--- config.mk ---
export PLATFORM = sky130hd
export DESIGN_NAME = imm_unpacker
export DESIGN_NICKNAME = d
export VERILOG_FILES = /design/src/rtl/imm_unpacker.sv
export SDC_FILE = /design/constraint.sdc
export NUM_CORES = 1
export LEC_CHECK = 0
export BUFFER_PORTS_ARGS = -buffer_cell sky130_fd_sc_hd__buf_2
export CAP_MARGIN = 20
export CORE_AREA = 2 2 84 86
export DETAILED_ROUTE_END_ITERATION = 7
export DIE_AREA = 0 0 86 88
export GPL_TIMING_DRIVEN = 0
export MAX_ROUTING_LAYER = met4
export PLACE_DENSITY_LB_ADDON = 0.1
export SLEW_MARGIN = 40
export SYNTH_ARGS = -nofsm -noshare
export SYNTH_HDL_FRONTEND = slang
export SYNTH_SLANG_ARGS = --single-unit
--- constraint.sdc ---
create_clock -name clk_i -period 3.25 [get_ports clk_i]
set_clock_uncertainty 0.05 [all_clocks]
set_input_delay 0.65 -clock clk_i [delete_from_list [all_inputs] [get_ports clk_i]]
set_output_delay 0.65 -clock clk_i [all_outputs]
set_load 0.1 [all_outputs]
--- src/rtl/imm_unpacker.sv ---
// imm_unpacker: assembles 4 bytes (LSB first) into a word, exposing the I-type immediate and a 17-bit split sum.
// Optional frame counter port/logic enabled by defining IMM_UNPACKER_CNT_EN.
module imm_unpacker #(
  parameter bit SEXT = 1'b1
) (
  input  logic        clk_i,
  input  logic        rst_ni,
  input  logic        in_valid_i,
  input  logic [7:0]  in_data_i,
  output logic        in_ready_o,
  output logic        out_valid_o,
  input  logic        out_ready_i,
  output logic [31:0] inst_data_o,
  output logic [31:0] iimm_o,
`ifdef IMM_UNPACKER_CNT_EN
  output logic [7:0]  frame_cnt_o,
`endif
  output logic [16:0] sum_o
);
  typedef enum logic {COLLECT, FULL} state_t;
  state_t      r_state, w_next;
  logic [1:0]  r_idx;
  logic [23:0] r_buf;
  logic [31:0] r_word;
  logic        w_take, w_done;
  assign w_take = in_valid_i & in_ready_o;
  assign w_done = out_valid_o & out_ready_i;
  always_ff @(posedge clk_i or negedge rst_ni)
    if (!rst_ni) r_state <= COLLECT;
    else         r_state <= w_next;
  always_comb
    w_next = (r_state == COLLECT) ? ((w_take && r_idx == 2'd3) ? FULL : COLLECT)
                                  : (w_done ? COLLECT : FULL);
  always_comb begin
    in_ready_o  = (r_state == COLLECT);
    out_valid_o = (r_state == FULL);
  end
  // partial bytes live in r_buf so the outputs keep the last completed word while collecting
  always_ff @(posedge clk_i or negedge rst_ni)
    if (!rst_ni) begin
      r_idx  <= 2'd0;
      r_buf  <= 24'd0;
      r_word <= 32'd0;
    end else if (w_take) begin
      r_idx <= r_idx + 2'd1;
      if (r_idx == 2'd3) r_word <= {in_data_i, r_buf};
      else               r_buf[8*r_idx +: 8] <= in_data_i;
    end
  assign inst_data_o = r_word;
  assign iimm_o      = SEXT ? {{20{r_word[31]}}, r_word[31:20]} : {20'd0, r_word[31:20]};
  assign sum_o       = {2'b0, r_word[14:0]} + {1'b0, r_word[31:16]};
`ifdef IMM_UNPACKER_CNT_EN
  logic [7:0] r_cnt;
  always_ff @(posedge clk_i or negedge rst_ni)
    if (!rst_ni)     r_cnt <= 8'd0;
    else if (w_done) r_cnt <= r_cnt + 8'd1;
  assign frame_cnt_o = r_cnt;
`endif
endmodule

==> flow_metrics.env <==
export IMPL_synth_area_per_cell_sq_um=10.5
export IMPL_yosysTopAreaCell="dfrtp_1"
export IMPL_final_layout_size_suffix_gt1_frac=0.560
export IMPL_fin_util=0.708
export IMPL_synth_net_count=350
export IMPL_clk_pin_slew_ns=0.07
export IMPL_coreArea_sq_um=6640
export IMPL_slew_violations=0
export IMPL_hp_class="input pin to asynchronous set/reset pin"
export IMPL_post_drt_wl_per_cell_um=14.9
export IMPL_dp_cells=491
export IMPL_dieArea_sq_um=7570
export IMPL_violations="setup timing"
export IMPL_place_area_sq_um=4210
export IMPL_max_freq_mhz=280
export IMPL_cp_slowest_cell="dfrtp_4"
export IMPL_grt_max_degree=60
export IMPL_max_slew_margin=0.523
export IMPL_first_global_vias=2444
export IMPL_hold_violations=0
export IMPL_vias_per_cell=5.11
export IMPL_crit_type="flip-flop to output port"
export IMPL_synth_edf_count=0
export IMPL_routed_wl_mm=7.64
export IMPL_io_buffers=94
export IMPL_synth_area_leaders="dfrtp_1 44%, mux2_2 11%, ha_1 7.5%"
export IMPL_maxCapViolations=0
export IMPL_worst_path_max_fanout=3
export IMPL_h_tree_depth=3
export IMPL_antenna_found_initial=0
export IMPL_critPathLaunchType="flip-flop"
export IMPL_critical_path_top_delay_family="compound AO/OA/AOI/OAI gates"
export IMPL_hold_slack_ns=0.322
export IMPL_worst_slew_pin_slew_ns=0.715
export IMPL_cts_num_sinks=59
export IMPL_cts_tree="done"
export IMPL_cts_buffers=9
export IMPL_ys_top_cells_by_count="59 x dfrtp_1, 57 x nand2_1, 33 x buf_4, 33 x mux2_2, 20 x ha_1"
export IMPL_clk_latency_ns=0.34
export IMPL_ys_ff_latch=59
export IMPL_path_cells="ha_4 > fa_2 > a211oi_2 > o21bai_2 > a31oi_4 > o211ai_4 > a311oi_4 > xnor2_4 > buf_12"
export IMPL_finalSetupViolCount=7
export IMPL_final_cell_area_sq_um=4700
export IMPL_syn_area_sq_um=3340
export IMPL_grt_first_pass_wirelength_mm=12.5
export IMPL_crit_required_ns=2.55
export IMPL_drtAntennaViolNets=0
export IMPL_max_stage_delay_ns=0.50
export IMPL_drtIter0Drc=151
export IMPL_die_w_um=86
export IMPL_ioPinCount=95
export IMPL_dieHeight_um=88
export IMPL_ys_seq_area_frac=0.442
export IMPL_status="finished, violations left"
export IMPL_synth_cell_types=38
export IMPL_finalWeightedCongestion=0.807
export IMPL_synth_top_area_share=0.442
export IMPL_grt_ovfl_total=0
export IMPL_ys_async_sr_fraction=1.00
export IMPL_yosysMostFrequentCell="dfrtp_1"
export IMPL_firstDrtPassIters=4
export IMPL_vias=2617
export IMPL_fin_nets=460
export IMPL_drcViolationCount=0
export IMPL_clockBufferDepth=2
export IMPL_period_needed_ns=3.57
export IMPL_crit_arrival_ns=2.87
export IMPL_fin_crit_sh=1.10
export IMPL_clockRootBuffer="clkbuf_8"
export IMPL_gr_usage_all_layers=0.222
export IMPL_dp_hpwl_mm=5.68
export IMPL_placementRows=30
export IMPL_area_growth_pct=40.8
export IMPL_finalNonFillerCells=512
export IMPL_fin_ws_ns=-0.315
export IMPL_rsz0062_at_grt="yes"
export IMPL_n_antenna_cell=0
export IMPL_path_buf_inv=1
export IMPL_endpoint_kind="output port"
export IMPL_ys_warn_count=0
export IMPL_synth_ff_type="dfrtp_1"
export IMPL_postSynthCellCount=317
export IMPL_start_util=0.503
area by class of cell:
cell class,instances,area (sq um)
Buffer,41,278
Clock buffer,11,131
Clock inverter,5,125
Fill cell,503,1940
Inverter,3,11.3
Multi-Input combinational cell,214,1920
Sequential cell,59,1520
Tap cell,80,100
Timing Repair Buffer,99,624
final timing paths:
kind / from / to / slack [ns] / cells after the start
max in group asynchronous: rst_ni / inst_data_o[20]$_DFFE_PN0P_ / 2.30 / 1
worst max-delay path: inst_data_o[0]$_DFFE_PN0P_ / sum_o[14] / -0.32 / 9
worst min-delay path: rst_ni / r_buf[0]$_DFFE_PN0P_ / 0.32 / 1
worst max register to register: r_idx[0]$_DFFE_PN0P_ / inst_data_o[13]$_DFFE_PN0P_ / 1.14 / 4
min in group clk_i: out_ready_i / out_valid_o$_DFF_PN0_ / 0.43 / 2
worst min register to register: r_buf[8]$_DFFE_PN0P_ / r_buf[8]$_DFFE_PN0P_ / 0.43 / 2
routing by layer:
layer,vias to the layer above,track usage,part of all wire
li1,1286,-,-
met1,1249,0.300,0.46
met2,76,0.337,0.48
met3,6,0.0377,0.049
met4,0,0.0823,0.0089
met5,-,-,0
through the flow:
stage | setup TNS [ns] | worst slack (ns)
global placement | -0.918 | -0.372
finish | -1.30 | -0.315
detailed placement | -1.07 | -0.399
floorplan | -0.741 | -0.372
CTS | -1.12 | -0.300
global route | -2.09 | -0.407
state kept, by name, summed over array words and instances, names as in the netlist:
| register | flops |
|---|---|
| inst_data_o | 32 |
| out_valid_o | 1 |
| r_buf | 24 |
| r_idx | 2 |
cell usage in the layout, fill, tap and decap left out, drive strengths merged, types with 2 or more instances in the layout:
cell type    n
a31oi        5
a21o        10
buf        131
o21bai       2
a211oi       2
nand3        3
nand2b       2
xnor2       10
o21ai       29
dfrtp       59
a311oi       2
ha          20
o21a         3
xor2         4
a21oi       12
clkbuf      20
nor3b        3
mux2        33
nor2         4
nand2       57
bufinv       4
nor2b        3
and3         2
inv          3
cell families (layout without fill, tap and decap cells):
kind of cell	count (synthesis)	after routing	synth area share
compound gates	69	69	0.142
xor+xnor	14	14	0.0367
fa+ha+maj	21	21	0.0809
buf+inv	44	159	0.0865
flops	59	59	0.442
mux	33	33	0.111
simple gates	77	77	0.101
timing repair:
| item | CTS | global route |
|---|---|---|
| endpoints found under the setup margin | 10 | 10 |
| hold buffers | 0 | 0 |
| hold endpoints to repair | 0 | 0 |
| resized for setup | 42 | 6 |
| setup buffers | 3 | 2 |
| pin swaps | 3 | 0 |
Power is not shown: default switching activity piles up to over one toggle a cycle in this logic, so the estimate is an artifact.
